[src/rtl/ctrl_pkg.sv]
package ctrl_pkg;

  typedef enum logic [3:0] {
    INIT,
    FETCH,
    FETCH_LATCH,
    DECODE,
    EXEC_R,
    EXEC_I,
    EXEC_LUI,
    WB_ALU,
    ADDR,
    MEM_RD,
    WB_MEM,
    MEM_WR,
    BRANCH,
    JAL,
    HALT
  } state_e;

  localparam logic [6:0] OP_RTYPE  = 7'b0110011;
  localparam logic [6:0] OP_ITYPE  = 7'b0010011;
  localparam logic [6:0] OP_LOAD   = 7'b0000011;
  localparam logic [6:0] OP_STORE  = 7'b0100011;
  localparam logic [6:0] OP_BRANCH = 7'b1100011;
  localparam logic [6:0] OP_LUI    = 7'b0110111;
  localparam logic [6:0] OP_JAL    = 7'b1101111;

  localparam logic [2:0] F3_BEQ  = 3'b000;
  localparam logic [2:0] F3_BNE  = 3'b001;
  localparam logic [2:0] F3_WORD = 3'b010;

  localparam logic [2:0] ALU_NOP   = 3'b000;
  localparam logic [2:0] ALU_ADD   = 3'b001;
  localparam logic [2:0] ALU_SUB   = 3'b010;
  localparam logic [2:0] ALU_AND   = 3'b011;
  localparam logic [2:0] ALU_OR    = 3'b100;
  localparam logic [2:0] ALU_XOR   = 3'b101;
  localparam logic [2:0] ALU_SLT   = 3'b110;
  localparam logic [2:0] ALU_PASSB = 3'b111;

  localparam logic [1:0] SRCA_PC    = 2'b00;
  localparam logic [1:0] SRCA_OLDPC = 2'b01;
  localparam logic [1:0] SRCA_RS1   = 2'b10;

  localparam logic [1:0] SRCB_RS2  = 2'b00;
  localparam logic [1:0] SRCB_FOUR = 2'b01;
  localparam logic [1:0] SRCB_IMM  = 2'b10;

  localparam logic [1:0] M2R_ALUOUT = 2'b00;
  localparam logic [1:0] M2R_MDR    = 2'b01;
  localparam logic [1:0] M2R_PC     = 2'b10;

  localparam logic [1:0] FAULT_NONE    = 2'b00;
  localparam logic [1:0] FAULT_ILLEGAL = 2'b01;
  localparam logic [1:0] FAULT_TIMEOUT = 2'b10;

  typedef struct packed {
    logic       pc_write;
    logic       pc_src;
    logic [1:0] alu_src_a;
    logic [1:0] alu_src_b;
    logic [2:0] alu_fct;
    logic       imem_read;
    logic       load_ir;
    logic       reg_write;
    logic [1:0] mem_to_reg;
    logic       dmem_read;
    logic       dmem_write;
    logic       halt;
  } ctrl_out_t;

  function automatic ctrl_out_t moore_outputs(input state_e s, input logic [2:0] exec_fct);
    ctrl_out_t o;
    o = '0;
    case (s)
      FETCH: begin
        o.imem_read = 1'b1;
        o.alu_src_a = SRCA_PC;
        o.alu_src_b = SRCB_FOUR;
        o.alu_fct   = ALU_ADD;
      end
      FETCH_LATCH: begin
        o.alu_src_a = SRCA_PC;
        o.alu_src_b = SRCB_FOUR;
        o.alu_fct   = ALU_ADD;
        o.pc_write  = 1'b1;
        o.pc_src    = 1'b0;
        o.load_ir   = 1'b1;
      end
      DECODE: begin
        o.alu_src_a = SRCA_OLDPC;
        o.alu_src_b = SRCB_IMM;
        o.alu_fct   = ALU_ADD;
      end
      EXEC_R: begin
        o.alu_src_a = SRCA_RS1;
        o.alu_src_b = SRCB_RS2;
        o.alu_fct   = exec_fct;
      end
      EXEC_I: begin
        o.alu_src_a = SRCA_RS1;
        o.alu_src_b = SRCB_IMM;
        o.alu_fct   = exec_fct;
      end
      EXEC_LUI: begin
        o.alu_src_b = SRCB_IMM;
        o.alu_fct   = ALU_PASSB;
      end
      WB_ALU: begin
        o.reg_write  = 1'b1;
        o.mem_to_reg = M2R_ALUOUT;
      end
      ADDR: begin
        o.alu_src_a = SRCA_RS1;
        o.alu_src_b = SRCB_IMM;
        o.alu_fct   = ALU_ADD;
      end
      MEM_RD: o.dmem_read = 1'b1;
      WB_MEM: begin
        o.reg_write  = 1'b1;
        o.mem_to_reg = M2R_MDR;
      end
      MEM_WR: o.dmem_write = 1'b1;
      BRANCH: begin
        o.alu_src_a = SRCA_RS1;
        o.alu_src_b = SRCB_RS2;
        o.alu_fct   = ALU_SUB;
        o.pc_src    = 1'b1;
      end
      JAL: begin
        o.reg_write  = 1'b1;
        o.mem_to_reg = M2R_PC;
        o.pc_write   = 1'b1;
        o.pc_src     = 1'b1;
      end
      HALT: o.halt = 1'b1;
      default: ;
    endcase
    return o;
  endfunction

endpackage

[src/rtl/alu_fct_decoder.sv]
module alu_fct_decoder
  import ctrl_pkg::*;
(
  input  logic [2:0] funct3,
  input  logic       funct7b5,
  input  logic       is_rtype,
  output logic [2:0] alu_fct,
  output logic       illegal
);

  always_comb begin
    alu_fct = ALU_NOP;
    illegal = 1'b0;
    case (funct3)
      3'b000:  alu_fct = (is_rtype && funct7b5) ? ALU_SUB : ALU_ADD;
      3'b111:  alu_fct = ALU_AND;
      3'b110:  alu_fct = ALU_OR;
      3'b100:  alu_fct = ALU_XOR;
      3'b010:  alu_fct = ALU_SLT;
      default: illegal = 1'b1;
    endcase
  end

endmodule

[src/rtl/multicycle_control_fsm.sv]
module multicycle_control_fsm
  import ctrl_pkg::*;
#(
  parameter int unsigned MEM_TIMEOUT = 15
) (
  input  logic       Clk,
  input  logic       Reset,
  input  logic [6:0] Opcode,
  input  logic [2:0] Funct3,
  input  logic       Funct7b5,
  input  logic       Zero,
  input  logic       DmemReady,
  output logic       PCwrite,
  output logic       PCSrc,
  output logic [1:0] AluSrcA,
  output logic [1:0] AluSrcB,
  output logic [2:0] ALUFct,
  output logic       ImemRead,
  output logic       LoadIr,
  output logic       RegWrite,
  output logic [1:0] MemToReg,
  output logic       DmemRead,
  output logic       DmemWrite,
  output logic       Halt,
  output logic [1:0] Fault
);

  localparam int unsigned CNT_W = $clog2(MEM_TIMEOUT + 1);
  localparam logic [CNT_W-1:0] CNT_LIMIT = CNT_W'(MEM_TIMEOUT);

  state_e           state_q, state_d;
  logic [CNT_W-1:0] wait_cnt_q, wait_cnt_d;
  logic [1:0]       fault_q, fault_d;
  ctrl_out_t        out_q, out_d;

  logic       is_rtype;
  logic [2:0] exec_fct;
  logic       fct_illegal;
  logic       branch_legal;
  logic       branch_take;

  assign is_rtype = (Opcode == OP_RTYPE);

  alu_fct_decoder u_alu_fct_decoder (
    .funct3   (Funct3),
    .funct7b5 (Funct7b5),
    .is_rtype (is_rtype),
    .alu_fct  (exec_fct),
    .illegal  (fct_illegal)
  );

  assign branch_legal = (Funct3 == F3_BEQ) || (Funct3 == F3_BNE);
  assign branch_take  = ((Funct3 == F3_BEQ) && Zero) || ((Funct3 == F3_BNE) && !Zero);

  always_comb begin
    state_d    = state_q;
    wait_cnt_d = wait_cnt_q;
    fault_d    = fault_q;
    case (state_q)
      INIT:        state_d = FETCH;
      FETCH:       state_d = FETCH_LATCH;
      FETCH_LATCH: state_d = DECODE;
      DECODE: begin
        case (Opcode)
          OP_RTYPE:          state_d = EXEC_R;
          OP_ITYPE:          state_d = EXEC_I;
          OP_LOAD, OP_STORE: state_d = ADDR;
          OP_BRANCH:         state_d = BRANCH;
          OP_LUI:            state_d = EXEC_LUI;
          OP_JAL:            state_d = JAL;
          default: begin
            state_d = HALT;
            fault_d = FAULT_ILLEGAL;
          end
        endcase
      end
      EXEC_R, EXEC_I: begin
        if (fct_illegal) begin
          state_d = HALT;
          fault_d = FAULT_ILLEGAL;
        end else begin
          state_d = WB_ALU;
        end
      end
      EXEC_LUI:       state_d = WB_ALU;
      WB_ALU, WB_MEM: state_d = FETCH;
      ADDR: begin
        wait_cnt_d = '0;
        if (Funct3 != F3_WORD) begin
          state_d = HALT;
          fault_d = FAULT_ILLEGAL;
        end else if (Opcode == OP_LOAD) begin
          state_d = MEM_RD;
        end else begin
          state_d = MEM_WR;
        end
      end
      MEM_RD, MEM_WR: begin
        // Ready on the limit cycle still completes the access.
        if (DmemReady) begin
          if (state_q == MEM_RD) state_d = WB_MEM;
          else                   state_d = FETCH;
        end else if (wait_cnt_q == CNT_LIMIT) begin
          state_d = HALT;
          fault_d = FAULT_TIMEOUT;
        end else begin
          wait_cnt_d = wait_cnt_q + CNT_W'(1);
        end
      end
      BRANCH: begin
        if (branch_legal) begin
          state_d = FETCH;
        end else begin
          state_d = HALT;
          fault_d = FAULT_ILLEGAL;
        end
      end
      JAL:     state_d = FETCH;
      default: state_d = state_q;
    endcase
    // Outputs are pre-decoded from the next state so the registered copy
    // matches the Moore value of the state it accompanies.
    out_d = moore_outputs(state_d, exec_fct);
  end

  always_ff @(posedge Clk) begin
    if (Reset) begin
      state_q    <= INIT;
      wait_cnt_q <= '0;
      fault_q    <= FAULT_NONE;
      out_q      <= '0;
    end else begin
      state_q    <= state_d;
      wait_cnt_q <= wait_cnt_d;
      fault_q    <= fault_d;
      out_q      <= out_d;
    end
  end

  assign PCwrite   = out_q.pc_write | ((state_q == BRANCH) & branch_take);
  assign PCSrc     = out_q.pc_src;
  assign AluSrcA   = out_q.alu_src_a;
  assign AluSrcB   = out_q.alu_src_b;
  assign ALUFct    = out_q.alu_fct;
  assign ImemRead  = out_q.imem_read;
  assign LoadIr    = out_q.load_ir;
  assign RegWrite  = out_q.reg_write;
  assign MemToReg  = out_q.mem_to_reg;
  assign DmemRead  = out_q.dmem_read;
  assign DmemWrite = out_q.dmem_write;
  assign Halt      = out_q.halt;
  assign Fault     = fault_q;

endmodule

[config.mk]
export PLATFORM = sky130hd
export DESIGN_NAME = multicycle_control_fsm
export DESIGN_NICKNAME = d
export VERILOG_FILES = /design/src/rtl/ctrl_pkg.sv /design/src/rtl/alu_fct_decoder.sv /design/src/rtl/multicycle_control_fsm.sv
export SDC_FILE = /design/constraint.sdc
export NUM_CORES = 1
export LEC_CHECK = 0
export ABC_CLOCK_PERIOD_IN_PS = 3330
export BUFFER_PORTS_ARGS = -buffer_cell sky130_fd_sc_hd__buf_2
export CAP_MARGIN = 20
export CORE_AREA = 5 5 59 61
export CTS_BUF_LIST = sky130_fd_sc_hd__clkbuf_2
export DETAILED_ROUTE_END_ITERATION = 10
export DIE_AREA = 0 0 64 66
export HOLD_SLACK_MARGIN = 0.03
export PLACE_DENSITY = 0.84
export SKIP_CTS_REPAIR_TIMING = 1
export SYNTH_ARGS = -nofsm -noshare
export SYNTH_HDL_FRONTEND = slang
export SYNTH_SLANG_ARGS = --single-unit
[constraint.sdc]
create_clock -name Clk -period 3.33 [get_ports Clk]
set_clock_uncertainty 0.05 [all_clocks]
set_input_delay 0.333 -clock Clk [delete_from_list [all_inputs] [get_ports Clk]]
set_output_delay 0.333 -clock Clk [all_outputs]
set_load 0.01 [all_outputs]
Yosys cells after proc, flatten, opt, wreduce, memory -nomap -nowiden
Index checks and enable logic that the tools add are counted.
W data, S select, Z words.
{ "word_totals": {"ff_bits": 27, "inputBits": 15, "output_inout_bits": 19, "elab_cells": 120} }
{ "op_classes": {"add_sub_neg": 1, "n_eq_ne": 48, "n_mux": 31, "bitwise": 2, "reduce_logical": 23} }
{ "ops": {"columns": ["op", "count"], "rows": [
  ["$eq A4 B4 Y1 const B", 14],
  ["$pmux W4 S9", 1],
  ["$eq A4 B3 Y1 const B", 8],
  ["$pmux W5 S6", 1],
  ["$mux W4", 7],
  ["$pmux W4 S6", 1],
  ["$eq A7 B6 Y1 const B", 3],
  ["$eq A4 B2 Y1 const B", 4],
  ["$mux W2", 8],
  ["$pmux W3 S5", 1],
  ["$eq A7 B7 Y1 const B", 2],
  ["$ne A2 B2 Y1 const B", 7],
  ["$reduce_or A2 Y1", 7],
  ["$pmux W2 S5", 1],
  ["$eq A3 B3 Y1 const B", 3],
  ["$pmux W3 S3", 1],
  ["$eq A4 B1 Y1 const B", 2],
  ["$pmux W4 S2", 1],
  ["$reduce_or A4 Y1", 2],
  ["$eq A7 B2 Y1 const B", 1],
  ["$eq A7 B5 Y1 const B", 1],
  ["$mux W1", 7],
  ["$reduce_and A7 Y1", 1],
  ["$reduce_or A7 Y1", 1],
  ["other kinds (17)", 20]
]} }

Depth between registers and ports, before layout
{ "depth": {"word_depth": 7, "ltp_mapped": 9, "mapped_depth_nobuf": 7} }

Hierarchy
From an unflattened synthesis, not the netlist that was laid out.
{ "unflattened": {"cells_unflattened": 189, "area_unflattened_um2": 1584.0} }
{ "modules_own_cells": {"columns": ["mod", "instances", "cells_per_inst", "area_each_um2", "seq_area_each_um2"], "rows": [
  ["multicycle_control_fsm", 1, 181, 1530.2, 540.5],
  ["alu_fct_decoder", 1, 8, 53.8, 0.0]
]} }

Worst setup path before layout
Ideal clock, no wire load.
{ "synth_timing": {"path_type": "register -> register", "startpoint": "register state_q[3]", "endpoint": "register out_q (netlist bit AluSrcB[1])", "setup_ns": 0.074, "arrival_time_ns": 1.984, "t_required_ns": 3.206, "path_slack_ns": 1.221, "stages_incl_launch_ff": 8, "n_path_buf": 1, "synth_period_minus_slack_ns": 2.109, "path_cell_list": "dfxtp_1 > buf_4 > or3b_4 > nor4b_4 > or3b_2 > o32ai_2 > or4_1 > a31oi_1"} }
{ "synth_between": {"elab_chain_len": 7, "elab_cells_between_ends": 32, "classes_between": "eq/ne: 21; mux: 5; reduce/logical: 6"} }
{ "synth_lines": {"columns": ["element", "line_no", "rtl"], "rows": [
  ["start: declaration", "multicycle_control_fsm.sv:31", "state_e state_q, state_d;"],
  ["start signal: assignment", "multicycle_control_fsm.sv:133", "state_q <= state_d;"],
  ["$eq A4 B4 Y1", "multicycle_control_fsm.sv:59, multicycle_control_fsm.sv:101", null],
  ["$mux W4", "multicycle_control_fsm.sv:101", "if (state_q == MEM_RD) state_d = WB_MEM;"],
  ["$mux W4", "multicycle_control_fsm.sv:100", "if (DmemReady) begin"],
  ["$pmux W4 S9 *", "multicycle_control_fsm.sv:59", "case (state_q)"],
  ["$eq A4 B4 Y1 (tied with other cells)", "ctrl_pkg.sv:76", "case (s)"],
  ["$reduce_or A2 Y1 (no source line)", null, null],
  ["$pmux W5 S6 *", "ctrl_pkg.sv:76", null],
  ["end signal: assignment", "multicycle_control_fsm.sv:136", "out_q <= out_d;"],
  ["end: declaration", "multicycle_control_fsm.sv:34", "ctrl_out_t out_q, out_d;"]
]} }
Mark *: on every way between the ends. The rest lies on a longest branch, timed or not.
A chain may end at the register's enable or synchronous reset.

Final worst setup path
{ "layout_timing": {"startpoint": "register state_q[1]", "endpoint": "register out_q (netlist bit ALUFct[2])"} }
The elaborated chain is that of the path after synthesis.

==> impl_metrics.toml <==
[outcome]
status = "finished, final reports clean"

[cells_and_area]
syn_to_final_growth_pct = 5.82
utilization_pct = 59.9
fillers = 264
insertedDiodeCount = 0
final_nets = 232
drive_gt1_share_pct = 22.3

[logic_synthesis]
yosysMostFrequentCell = "dfxtp_1"
netlist_area_um2 = 1660
synth_common_cells = "dfxtp_1, nor2_1, a21oi_1"
synth.avg_cell_area_um2 = 8.32
synth_edf_count = 0
synth_flop_cell = "dfxtp_1"
synth_top_area_cell = "dfxtp_1"
ys_top_cells_by_area = "dfxtp_1, buf_4, a21oi_1"
async_flop_share_pct = 0
yosys_warnings = 0
seq_area_frac_synth_pct = 32.6
ys_ff_latch = 27
syn_nets = 215
synth.distinct_cells = 61
synth_top_area_share_pct = 32.6
syn_inst = 199

[cts]
htree_levels = 1
cts_root_buf = "clkbuf_2"
cts.sinks = 27
cts_tree = "built"
numCtsBuffers = 3
clock_latency_ns = 0.35
path_clk_slew_ns = 0.25
clockBufferDepth = 2

[sta]
period_minus_slack_ns = 2.81
finalCritPeriodShare_pct = 84.4
rsz0062_at_grt = "false"
fmax_ghz = 0.356
finalHoldViolCount = 0
slew_violations = 0
tightest_slew_ns = 0.713
tns_ns = 0
finalSetupViolCount = 0
slew_headroom_pct = 52.5

[route]
vias_per_cell = 6.11
wl_per_cell_um = 14.4
antenna_left = 0
first_pass_iters = 4
vias = 1515
drc = 0
drtIter0Drc = 130
routed_wl_mm = 3.57

[placement]
numPortBuffers = 33
post-dp-hpwl_mm = 2.67
routabilityCongestion = 0.925

[global_routing]
grt_pass1_wl_mm = 6.13
grt_util_all_layers_pct = 17.7
grt_pass1_vias = 1380
grt_remaining_overflow = 0
antenna_found_initial = 0
grt_max_degree = 21

[floorplanning]
die_height_um = 66
core_area_um2 = 2930
die_w_um = 64
core.rowCount = 20
dieArea_um2 = 4220
start_util_pct = 56.6
ios = 34

[worst_setup_path]
critical_path_class = "flop to flop"
crit_arrival_ns = 3.07
reg2reg_from = "state_q[1]"
crit_required_ns = 3.59
timing.rr.end = "ALUFct[2]"
ff2ff_setup_slack_ns = 0.52
reg2regPathDepth = 6
crit_fanout = 20
worstSetupEndpointType = "flop"
critPathLaunchType = "flop"

[hold_path]
holdCritStartpoint = "Reset"
min_path_cells = 2
hp-class = "input port to flop"
hold_end = "state_q[3]"

[power_and_ir_drop]
p_per_area_nw_per_um2 = 817
peakVddDrop_mv = 0.551
p_leak_nw = 0.721

[job]
maxCapViolCount = 0
## cells in the final DEF, fill, tap and decap left out, types with 2 or more instances in the layout
master and instances:
a211oi_1 2, a21o_1 3, a21oi_1 16, a221o_1 2, a22oi_1 3, a31oi_1 5
and2_1 2, and3_1 2, and4b_1 2, buf_2 33, clkbuf_2 3, dfxtp_1 27
inv_1 5, nand2_1 14, nand2b_1 6, nand3_1 5, nand3b_1 2, nand4_1 3
nor2_1 18, nor2b_1 4, nor3_1 8, nor4_1 2, nor4bb_1 2, o21ai_0 4
o221ai_1 2, o31ai_1 2, xnor2_1 3, xor2_1 3
## worst max path at each step
| stage | from | end | slack (ns) | cells after the start |
|---|---|---|---|---|
| after detailed placement | state_q[1] | ALUFct[2] | 0.59 | 6 |
| final | state_q[1] | ALUFct[2] | 0.52 | 6 |
| after global placement | state_q[1] | ALUFct[2] | 0.68 | 6 |
| after floorplan | state_q[3] | AluSrcB[1] | 1.22 | 7 |
| after global routing | state_q[1] | ALUFct[2] | 0.26 | 6 |
| after CTS | state_q[1] | ALUFct[2] | 0.56 | 6 |
## flip-flops by register name, summed over array words and instances (netlist names), 2 cells and up
| register | count |
|---|---|
| AluSrcA | 2 |
| state_q | 4 |
| ALUFct | 3 |
| wait_cnt_q | 4 |
| MemToReg | 2 |
| Fault | 2 |
| AluSrcB | 2 |
## cell families after synthesis
family	after synthesis	synth area share, %
and+or+nand+nor	84	30.4
AOI/OAI and AO/OA	53	22.8
buffers and inverters	27	9.59
DFF	27	32.6
xor gates and xnor gates	6	3.17
muxes	1	0.604
adders and majority gates	1	0.755
## per-stage QoR
| stage | hold WS, ns | setup slack (ns) | area [um2] | total power [mW] | std cells |
|---|---|---|---|---|---|
| after floorplan | 0.399 | 1.22 | 1660 | 1.17 | 199 |
| after global placement | 0.414 | 0.676 | 1730 | 1.29 | 244 |
| after detailed placement | 0.432 | 0.588 | 1730 | 1.30 | 244 |
| after CTS | 0.252 | 0.565 | 1750 | 1.43 | 248 |
| after global routing | 0.266 | 0.259 | 1750 | 1.56 | 248 |
| final | 0.276 | 0.518 | 1750 | 1.43 | 248 |
## layout make-up
type                       count  area (um2)  area share [%]
multi-input combinational    145         957            54.6
sequential                    27         541            30.8
timing repair buffer          34         173            9.85
tap                           33        41.3            2.36
inverter                       5        18.8            1.07
clock buffer                   3        15.0           0.857
clock inverter                 1        7.51           0.428
## layer usage
layer	wire length [um]	vias up	track usage, %
met5	0	-	0
met2	1590	71	26.8
met4	108	0	8.83
li1	-	759	-
met1	1580	674	24.4
met3	284	11	2.55
## worst max-delay path: stages (launching register included)
cell       delay (ns)
dfxtp_1          0.81
or4b_4           0.29
o2bb2ai_2        0.07
or3b_2           0.47
o32ai_2          0.61
nand2_1          0.23
a211oi_1         0.24
## power by group
part / internal, mW / total [mW] / switching, mW
combinational: 0.331 / 0.805 / 0.474
clock: 0.0279 / 0.124 / 0.0960
sequential: 0.401 / 0.504 / 0.103
No activity file was read; power rests on OpenSTA's default activity.
